<file path="src/rtl/eth_rx_tile_pkg.sv">
// Shared types for the Ethernet RX tile: FSM states, NoC header flit, lookup-table entry.
// The MAC header is {dst_mac, src_mac, eth_type}, so the EtherType sits in the low 16 bits.
package eth_rx_tile_pkg;
  localparam int ETH_HDR_W   = 112;
  localparam int MTU_SIZE_W  = 16;
  localparam int ETH_TYPE_W  = 16;
  localparam int XY_WIDTH    = 8;
  localparam int MSG_LEN_W   = 8;
  localparam int PKT_NUM_W   = 16;
  localparam int TBL_CHAN_W  = 8;

  typedef enum logic [2:0] {IDLE, LOOKUP, HDR, DATA, DRAIN} rx_state_e;

  typedef struct packed {
    logic [XY_WIDTH-1:0]   dst_x;
    logic [XY_WIDTH-1:0]   dst_y;
    logic [XY_WIDTH-1:0]   src_x;
    logic [XY_WIDTH-1:0]   src_y;
    logic [MSG_LEN_W-1:0]  msg_len;
    logic [PKT_NUM_W-1:0]  pkt_num;
    logic [ETH_TYPE_W-1:0] eth_type;
  } hdr_flit_t;

  typedef struct packed {
    logic                  valid;
    logic [ETH_TYPE_W-1:0] tag;
    logic [XY_WIDTH-1:0]   dst_x;
    logic [XY_WIDTH-1:0]   dst_y;
    logic [TBL_CHAN_W-1:0] chan;
  } tbl_entry_t;

  // One header flit plus the payload beats; the extra bit keeps size+bytes-1 from overflowing.
  function automatic logic [MSG_LEN_W-1:0] calc_msg_len(input logic [MTU_SIZE_W-1:0] size,
                                                        input int bytes_per_flit);
    logic [MTU_SIZE_W:0] beats;
    beats = ({1'b0, size} + (MTU_SIZE_W+1)'(bytes_per_flit - 1)) / (MTU_SIZE_W+1)'(bytes_per_flit);
    return MSG_LEN_W'(beats + (MTU_SIZE_W+1)'(1));
  endfunction
endpackage

</file>
<file path="src/rtl/eth_rx_out_tbl.sv">
// EtherType routing table: flop array with a write port and a one-cycle registered match.
// Lowest matching index wins; a same-cycle write is only visible to later lookups.
module eth_rx_out_tbl
  import eth_rx_tile_pkg::*;
#(
  parameter int TBL_DEPTH = 8,
  parameter int IDX_W     = 3,
  parameter int CHAN_W    = 1
) (
  input  logic                  clk,
  input  logic                  rst,
  input  logic                  wr_val,
  input  logic [IDX_W-1:0]      wr_idx,
  input  logic [ETH_TYPE_W-1:0] wr_tag,
  input  logic [XY_WIDTH-1:0]   wr_dst_x,
  input  logic [XY_WIDTH-1:0]   wr_dst_y,
  input  logic [CHAN_W-1:0]     wr_chan,
  input  logic                  wr_en,
  input  logic                  lookup_en,
  input  logic [ETH_TYPE_W-1:0] lookup_tag,
  output logic                  match_any,
  output logic                  hit,
  output logic [XY_WIDTH-1:0]   dst_x,
  output logic [XY_WIDTH-1:0]   dst_y,
  output logic [CHAN_W-1:0]     chan
);
  tbl_entry_t           tbl_reg [TBL_DEPTH];
  logic [TBL_DEPTH-1:0] match_vec;
  tbl_entry_t           sel_entry;

  genvar gi;
  generate
    for (gi = 0; gi < TBL_DEPTH; gi++) begin : g_entry
      always_ff @(posedge clk) begin
        if (!rst) begin
          tbl_reg[gi] <= '0;
        end else if (wr_val && wr_idx == IDX_W'(gi)) begin
          tbl_reg[gi] <= '{valid: wr_en, tag: wr_tag, dst_x: wr_dst_x, dst_y: wr_dst_y,
                           chan: TBL_CHAN_W'(wr_chan)};
        end
      end
      assign match_vec[gi] = tbl_reg[gi].valid && (tbl_reg[gi].tag == lookup_tag);
    end
  endgenerate

  always_comb begin
    sel_entry = '0;
    for (int i = TBL_DEPTH - 1; i >= 0; i--) begin
      if (match_vec[i]) sel_entry = tbl_reg[i];
    end
  end

  assign match_any = |match_vec;

  always_ff @(posedge clk) begin
    if (!rst) begin
      hit   <= 1'b0;
      dst_x <= '0;
      dst_y <= '0;
      chan  <= '0;
    end else if (lookup_en) begin
      hit   <= match_any;
      dst_x <= sel_entry.dst_x;
      dst_y <= sel_entry.dst_y;
      chan  <= CHAN_W'(sel_entry.chan);
    end
  end
endmodule

</file>
<file path="src/rtl/eth_rx_noc_out_multi.sv">
// Ethernet RX to multi-channel NoC: EtherType lookup picks channel/destination, then header + payload.
// ETH_RX_OUT_MISS_DROP_EN: defined drains unmatched frames; undefined sends them to channel 0, home tile.
module eth_rx_noc_out_multi
  import eth_rx_tile_pkg::*;
#(
  parameter int SRC_X     = -1,
  parameter int SRC_Y     = -1,
  parameter int NUM_CHAN  = 2,
  parameter int TBL_DEPTH = 8,
  parameter int DATA_W    = 512
) (
  input  logic                                          clk,
  input  logic                                          rst,
  input  logic                                          eth_format_eth_rx_out_hdr_val,
  input  logic [ETH_HDR_W-1:0]                          eth_format_eth_rx_out_eth_hdr,
  input  logic [MTU_SIZE_W-1:0]                         eth_format_eth_rx_out_data_size,
  output logic                                          eth_rx_out_eth_format_hdr_rdy,
  input  logic                                          eth_format_eth_rx_out_data_val,
  input  logic [DATA_W-1:0]                             eth_format_eth_rx_out_data,
  input  logic                                          eth_format_eth_rx_out_data_last,
  input  logic [$clog2(DATA_W/8)-1:0]                   eth_format_eth_rx_out_data_padbytes,
  output logic                                          eth_rx_out_eth_format_data_rdy,
  output logic [NUM_CHAN-1:0]                           eth_rx_out_noc_vrtoc_val,
  output logic [NUM_CHAN*DATA_W-1:0]                    eth_rx_out_noc_vrtoc_data,
  input  logic [NUM_CHAN-1:0]                           noc_vrtoc_eth_rx_out_rdy,
  input  logic                                          tbl_wr_val,
  input  logic [(TBL_DEPTH > 1 ? $clog2(TBL_DEPTH) : 1)-1:0] tbl_wr_idx,
  input  logic [ETH_TYPE_W-1:0]                         tbl_wr_tag,
  input  logic [XY_WIDTH-1:0]                           tbl_wr_dst_x,
  input  logic [XY_WIDTH-1:0]                           tbl_wr_dst_y,
  input  logic [(NUM_CHAN > 1 ? $clog2(NUM_CHAN) : 1)-1:0]   tbl_wr_chan,
  input  logic                                          tbl_wr_en,
  output logic [NUM_CHAN*32-1:0]                        pkt_cnt,
  output logic [31:0]                                   miss_cnt
);
  localparam int CHAN_W = (NUM_CHAN > 1) ? $clog2(NUM_CHAN) : 1;
  localparam int IDX_W  = (TBL_DEPTH > 1) ? $clog2(TBL_DEPTH) : 1;

  rx_state_e             state_reg;
  logic [ETH_TYPE_W-1:0] eth_type_reg;
  logic [MTU_SIZE_W-1:0] size_reg;
  logic [31:0]           miss_cnt_reg;
  logic [31:0]           pkt_cnt_reg [NUM_CHAN];
  logic [PKT_NUM_W-1:0]  pkt_num_reg [NUM_CHAN];

  logic                  match_any, tbl_hit;
  logic [XY_WIDTH-1:0]   tbl_dst_x, tbl_dst_y, sel_dst_x, sel_dst_y;
  logic [CHAN_W-1:0]     tbl_chan, sel_chan;
  logic                  sel_rdy, beat_hs;
  hdr_flit_t             hdr_flit;
  logic [DATA_W-1:0]     flit_data;
  logic                  unused_ok;

  eth_rx_out_tbl #(.TBL_DEPTH(TBL_DEPTH), .IDX_W(IDX_W), .CHAN_W(CHAN_W)) u_tbl (
    .clk       (clk),
    .rst       (rst),
    .wr_val    (tbl_wr_val),
    .wr_idx    (tbl_wr_idx),
    .wr_tag    (tbl_wr_tag),
    .wr_dst_x  (tbl_wr_dst_x),
    .wr_dst_y  (tbl_wr_dst_y),
    .wr_chan   (tbl_wr_chan),
    .wr_en     (tbl_wr_en),
    .lookup_en (state_reg == LOOKUP),
    .lookup_tag(eth_type_reg),
    .match_any (match_any),
    .hit       (tbl_hit),
    .dst_x     (tbl_dst_x),
    .dst_y     (tbl_dst_y),
    .chan      (tbl_chan)
  );

  // A registered miss routes back to this tile on channel 0 (only reachable when misses forward).
  assign sel_chan  = tbl_hit ? tbl_chan  : '0;
  assign sel_dst_x = tbl_hit ? tbl_dst_x : XY_WIDTH'(SRC_X);
  assign sel_dst_y = tbl_hit ? tbl_dst_y : XY_WIDTH'(SRC_Y);
  assign sel_rdy   = noc_vrtoc_eth_rx_out_rdy[sel_chan];
  assign beat_hs   = eth_format_eth_rx_out_data_val && sel_rdy;

  always_comb begin
    hdr_flit          = '0;
    hdr_flit.dst_x    = sel_dst_x;
    hdr_flit.dst_y    = sel_dst_y;
    hdr_flit.src_x    = XY_WIDTH'(SRC_X);
    hdr_flit.src_y    = XY_WIDTH'(SRC_Y);
    hdr_flit.msg_len  = calc_msg_len(size_reg, DATA_W / 8);
    hdr_flit.pkt_num  = pkt_num_reg[sel_chan];
    hdr_flit.eth_type = eth_type_reg;
  end

  assign flit_data = (state_reg == HDR) ? DATA_W'(hdr_flit) : eth_format_eth_rx_out_data;

  always_ff @(posedge clk) begin
    if (!rst) begin
      state_reg    <= IDLE;
      eth_type_reg <= '0;
      size_reg     <= '0;
      miss_cnt_reg <= '0;
      for (int i = 0; i < NUM_CHAN; i++) begin
        pkt_cnt_reg[i] <= '0;
        pkt_num_reg[i] <= '0;
      end
    end else begin
      case (state_reg)
        IDLE: if (eth_format_eth_rx_out_hdr_val) begin
          eth_type_reg <= eth_format_eth_rx_out_eth_hdr[ETH_TYPE_W-1:0];
          size_reg     <= eth_format_eth_rx_out_data_size;
          state_reg    <= LOOKUP;
        end
        LOOKUP: if (match_any) begin
          state_reg <= HDR;
        end else begin
          miss_cnt_reg <= miss_cnt_reg + 32'd1;
`ifdef ETH_RX_OUT_MISS_DROP_EN
          state_reg <= DRAIN;
`else
          state_reg <= HDR;
`endif
        end
        HDR: if (sel_rdy) begin
          pkt_num_reg[sel_chan] <= pkt_num_reg[sel_chan] + PKT_NUM_W'(1);
          state_reg             <= DATA;
        end
        DATA: if (beat_hs && eth_format_eth_rx_out_data_last) begin
          pkt_cnt_reg[sel_chan] <= pkt_cnt_reg[sel_chan] + 32'd1;
          state_reg             <= IDLE;
        end
        DRAIN: if (eth_format_eth_rx_out_data_val && eth_format_eth_rx_out_data_last) begin
          state_reg <= IDLE;
        end
        default: state_reg <= IDLE;
      endcase
    end
  end

  assign eth_rx_out_eth_format_hdr_rdy  = rst && (state_reg == IDLE);
  assign eth_rx_out_eth_format_data_rdy = rst && (((state_reg == DATA) && sel_rdy) ||
                                                  (state_reg == DRAIN));
  assign miss_cnt = miss_cnt_reg;

  genvar gi;
  generate
    for (gi = 0; gi < NUM_CHAN; gi++) begin : g_chan
      assign eth_rx_out_noc_vrtoc_val[gi] = rst && (sel_chan == CHAN_W'(gi)) &&
          ((state_reg == HDR) || ((state_reg == DATA) && eth_format_eth_rx_out_data_val));
      assign eth_rx_out_noc_vrtoc_data[gi*DATA_W +: DATA_W] = flit_data;
      assign pkt_cnt[gi*32 +: 32] = pkt_cnt_reg[gi];
    end
  endgenerate

  // Padding is implied by data_size and MAC addresses are not routed on.
  assign unused_ok = ^{eth_format_eth_rx_out_data_padbytes,
                       eth_format_eth_rx_out_eth_hdr[ETH_HDR_W-1:ETH_TYPE_W]};
endmodule

</file>
<file path="config.mk">
export PLATFORM = sky130hd
export DESIGN_NAME = eth_rx_noc_out_multi
export DESIGN_NICKNAME = d
export VERILOG_FILES = /design/src/rtl/eth_rx_tile_pkg.sv /design/src/rtl/eth_rx_out_tbl.sv /design/src/rtl/eth_rx_noc_out_multi.sv
export SDC_FILE = /design/constraint.sdc
export NUM_CORES = 1
export LEC_CHECK = 0
export ABC_AREA = 1
export CORE_AREA = 2 2 709 711
export CTS_CLUSTER_SIZE = 12
export DETAILED_ROUTE_END_ITERATION = 7
export DIE_AREA = 0 0 711 713
export PLACE_DENSITY = 0.3
export REMOVE_ABC_BUFFERS = 1
export SLEW_MARGIN = 20
export SYNTH_ARGS = -nofsm -noshare
export SYNTH_HDL_FRONTEND = slang
export SYNTH_SLANG_ARGS = --single-unit
</file>
<file path="constraint.sdc">
create_clock -name clk -period 5.7 [get_ports clk]
set_input_delay 1.71 -clock clk [delete_from_list [all_inputs] [get_ports clk]]
set_output_delay 1.71 -clock clk [all_outputs]
set_load 0.01 [all_outputs]
</file>
==> impl_results.md, run 1 <==
* Status: stopped before the end
* Stage reached: 3_3_place_gp
* Halt Reason: [ERROR GPL-0305] RePlAce diverged during gradient descent calculation, resulting in an invalid step length (Inf or NaN). This is often caused by numerical instability ...
* Synth Area in Simple Gates at between 20% and 30%
* Yosys warning total at 0
* Top-Level Pins at 1,815
* Post-synthesis compound-gate area fraction at roughly 4.1%
* XOR/XNOR Fraction of Synth Area at 2.25%
* PortBufs at about 1,700
* Mux cell area share after synthesis at 0.797%
* Adder-Cell Fraction of Synth Area at 0.322%
* Leading area contributor after synthesis: edfxtp_1
* Largest family of logic cells by synthesized area: simple AND/OR/NAND/NOR gates
* Post-synth ARST share at 0%
* Synthesized cell area at 0.0311 mm^2
* Post-Syn Instances at 4,287
* Die height at 713 um
* Syn Area/Cell at ~7.3 um^2
* Post-synthesis cell type count at 61
* Initial Util at 6.22%
* Post-synth top area share at 35.6%
* Synth Flop Type: edfxtp_1
* Core Rows at 260
* Synth top area cells: edfxtp_1 (36%), nor2_1 (13%), buf_4 (13%), nand2_1 (8.7%), inv_1 (7.9%)
* Die Wd at about 700 um
* EDFF count, synth at roughly 370
* Seq/Total Area, Yosys at 40.8%
* Flop and latch count out of synthesis at 450
Yosys cell counts, types with 6 or more instances:
cell / instances
nand3_1: 85
nor2_2: 7
nand4_1: 54
nor2_1: 1083
edfxtp_1: 368
buf_4: 527
nor3_2: 8
mux2i_1: 22
or2_1: 14
o21ai_0: 112
dfxtp_1: 82
nor2_4: 7
a21oi_1: 97
buf_2: 24
ha_1: 8
inv_2: 20
o21ai_1: 12
nand2_2: 13
nand2_1: 717
inv_1: 658
buf_6: 14
nor4_1: 9
nor3_1: 59
nor3b_1: 6
xor2_1: 38
xnor2_1: 40
or2_2: 30
clkbuf_1: 108
logic make-up after synthesis:
kind of cell             count (synthesis)
buffers and inverters                 1362
multiplexers                            24
flip-flops                             450
adder cells (fa/ha/maj)                  8
AO/OA/AOI/OAI                          242
XOR/XNOR                                79
AND/OR/NAND/NOR                       2122
==> run 2: changes to the inputs <==
Settings changed: CORE_AREA 2 2 709 711 to 2 2 706 708, CTS_CLUSTER_SIZE 12 to not set, DIE_AREA 0 0 711 713 to 0 0 708 710, PLACE_DENSITY 0.3 to not set, PLACE_DENSITY_LB_ADDON set to 0.15.
==> impl_results.md, run 2 <==
* Status: completed
* DIE AREA at between 0.5 and 0.6 mm^2
* RR Endpoint: u_tbl.dst_y[6]$_SDFFE_PN0P_
* Max FFs per register at 272
* Endpoints failing setup at 0
* Iter 0 DRT Violations at 2,458
* Critical path buffer and inverter count at 3
* Utilization after layout at about 11%
* Commonest non-fill, non-tap cell in the layout: clkdlybuf4s50_1
* First-pass DRT Iterations at 7
* Count leader, synth: nor2_1
* Clock sink count at 450
* R2R Setup Slk at 1.56 ns
* P&R area growth vs syn at 82.7%
* Max-slew violations at 0
* PortBufs at 1,710 (unchanged)
* Max Cap Viol at 0
* GRT Resource Usage Total at a little under 20%
* Crit-path cells: clkdlybuf4s50_1, inv_1, nor2_1, clkdlybuf4s50_1
* Clock latency on the worst-skew pair at 0.81 ns
* Initial Util at 6.27% (+0.053 points)
* Post-route insts no fill at 12,295
* Gpl congestion at between 0.9 and 1
* H-tree lvl count at 3
* Post-Syn Instances at 4,287 (unchanged)
* # Post-CTS Setup Buffers at 0
* Global-route wire length before repair at 581,000 um
* Worst-margin pin slew at 1.23 ns
* CP max stage cell: nor2_1
* Crit Path Category: primary input to primary output
* Synth top area cells: edfxtp_1 (36%), nor2_1 (13%), buf_4 (13%), nand2_1 (8.7%), inv_1 (7.9%)
* Crit. End Element: primary output
* Cell mode on critical path: clkdlybuf4s50_1
* Core area at 0.495 mm^2
* Final worst slack at 0.250 ns
* Worst vdd ir at 213 uV
* HPWL Detailed at 458,000 um
* Number of routed nets with antenna violations at 0
* Seq/Total Area, Yosys at 40.8% (unchanged)
* Hold path depth at 2
* Initial antenna violation count at 172
* Place WS at 0.188 ns
* Nets@finish at 6,350
* TritonCTS clock tree: done
* CP arrival at 3.74 ns
* Adder-Cell Fraction of Synth Area at 0.322% (unchanged)
* Core Rows at 259 (-0.38%)
* Root Driver: clkbuf_16
* Drt wl/cell at 41.3 um
* Worst Hold End: u_tbl.dst_y[3]$_SDFFE_PN0P_
* Leakage at approximately 0.023 uW
* Worst endpoint required time at 3.99 ns
* Top-Level Pins at 1,815 (unchanged)
* Reg2Reg Launch Point: eth_type_reg[5]$_SDFFE_PN0P_
* Final period utilization at between 90% and 100%
* Final hold violations at 0
* Share of cells above drive strength 1 at between 10% and 20%
* DR DRC count at 0
* Vias at approximately 34,000
* Die Wd at 708 um (-0.42%)
* Unrepaired setup endpoints after global routing: no
* Post-synth top area share at 35.6% (unchanged)
* Post-synth ARST share at 0% (unchanged)
* Worst-path clk slew at 0.05 ns
* Worst path top cell family by delay: buffers and inverters
* Worst setup startpoint: eth_format_eth_rx_out_data[219]
* R2R depth at 14
* Top achievable clock speed at 183 MHz
* Maximum net fanout on the critical path at 2
* Synthesized cell area at 0.0311 mm^2 (unchanged)
* Pwr/cell area at 398 mW/mm^2
* Final WL at a little over 500,000 um
* Grt total ovfl at 0
* Yosys warning total at 0 (unchanged)
* Largest family of logic cells by synthesized area: simple AND/OR/NAND/NOR gates
* Startpoint types: primary input
* Largest net degree at the start of global routing at 152
* Fill cells at 57,345
* CTS resizes at 0
* Flop and latch count out of synthesis at 450 (unchanged)
* Leading area contributor after synthesis: edfxtp_1
* Minimum clock period at 5.45 ns
* Post-synthesis compound-gate area fraction at 4.07% (unchanged)
* Hold_sp: u_tbl.dst_y[3]$_SDFFE_PN0P_
* XOR/XNOR Fraction of Synth Area at 2.25% (unchanged)
* Synth Flop Type: edfxtp_1
* Hold Path Class: flip-flop to flip-flop
* Synth cell count leaders: nor2_1 (1,083), nand2_1 (717), inv_1 (658)
* Mux cell area share after synthesis at 0.797% (unchanged)
* CTS Buf Count at 74
* Die height at 710 um (-0.42%)
* Worst relative slew slack at 17.0%
* Synth Area in Simple Gates at 28.4% (unchanged)
* Vias per std cell at 2.76
* Post-synthesis cell type count at 61 (unchanged)
* Vias in the first global route at 33,770
* Most frequent cells in the layout: clkdlybuf4s50_1 (1,306), nor2_1 (1,083), nand2_1 (716)
* Syn Area/Cell at 7.25 um^2 (unchanged)
* Final Skew at 0.0773 ns
* Placed cell count at about 12,000
* EDFF count, synth at 368 (unchanged)
* CP peak stage delay at 0.82 ns
* Max Root-Sink Buffers at 4
* # hold bufs at CTS at 0
-- run 2: cell counts after synthesis --
No cell type changed its count.
-- run 2: cell families after synthesis --
family	Yosys count
fa+ha+maj	8
flops	450
compound gates	242
mux	24
buf+inv	1362
xor+xnor	79
simple gates	2122
-- run 2: routing by layer --
metal,share of wire (%),vias up,global-route usage (%)
li1,-,15448,-
met1,33,16446,18.6
met2,52,1544,36.3
met3,8.2,489,6.79
met4,6.9,64,10.7
met5,0.083,-,0
-- run 2: tightest hold or removal path, cell delays in order (launching register included) --
cell,delay (ns)
dfxtp_1,0.30
nand2_1,0.06
a21oi_1,0.06
-- run 2: through the flow --
| stage | power [uW] | hold slack (ns) | cell area [um^2] | setup TNS, ns |
|---|---|---|---|---|
| 4_1_cts | 23500 | 0.470 | 56600 | 0 |
| 3_5_place_dp | 18800 | 0.460 | 54400 | 0 |
| 2_1_floorplan | 7030 | 0.442 | 26400 | -6575.98 |
| 6_report | 22600 | 0.466 | 56800 | 0 |
| 5_1_grt | 23400 | 0.487 | 56700 | 0 |
| 3_3_place_gp | 18800 | 0.464 | 54400 | 0 |
-- run 2: area by class of cell --
cell class	count	area, um^2	share of cell area (%)
diodes	67	168	0.295
clock buffers	94	1980	3.48
well taps	6525	8160	14.4
clock inverters	34	278	0.489
inverters	684	2570	4.54
repair buffers	1966	19700	34.7
multi-input cells	2475	11200	19.8
flip-flops and latches	450	12700	22.4
-- run 2: worst max path at each step --
stage | endpoint | slack, ns | depth (start not counted)
3_3_place_gp | eth_rx_out_noc_vrtoc_data[457] | 0.15 | 4
5_1_grt | eth_rx_out_noc_vrtoc_data[457] | 0.15 | 4
4_1_cts | eth_rx_out_noc_vrtoc_data[457] | 0.18 | 4
3_5_place_dp | eth_rx_out_noc_vrtoc_data[457] | 0.19 | 4
2_1_floorplan | eth_rx_out_noc_vrtoc_data[0] | -9.13 | 4
6_report | eth_rx_out_noc_vrtoc_data[219] | 0.25 | 4
-- run 2: power breakdown --
| group | internal [uW] | switching (uW) |
|---|---|---|
| registers | 3800 | 189 |
| clock network | 2620 | 1860 |
| logic | 4370 | 9780 |
Power figures use the tool's default switching activity.
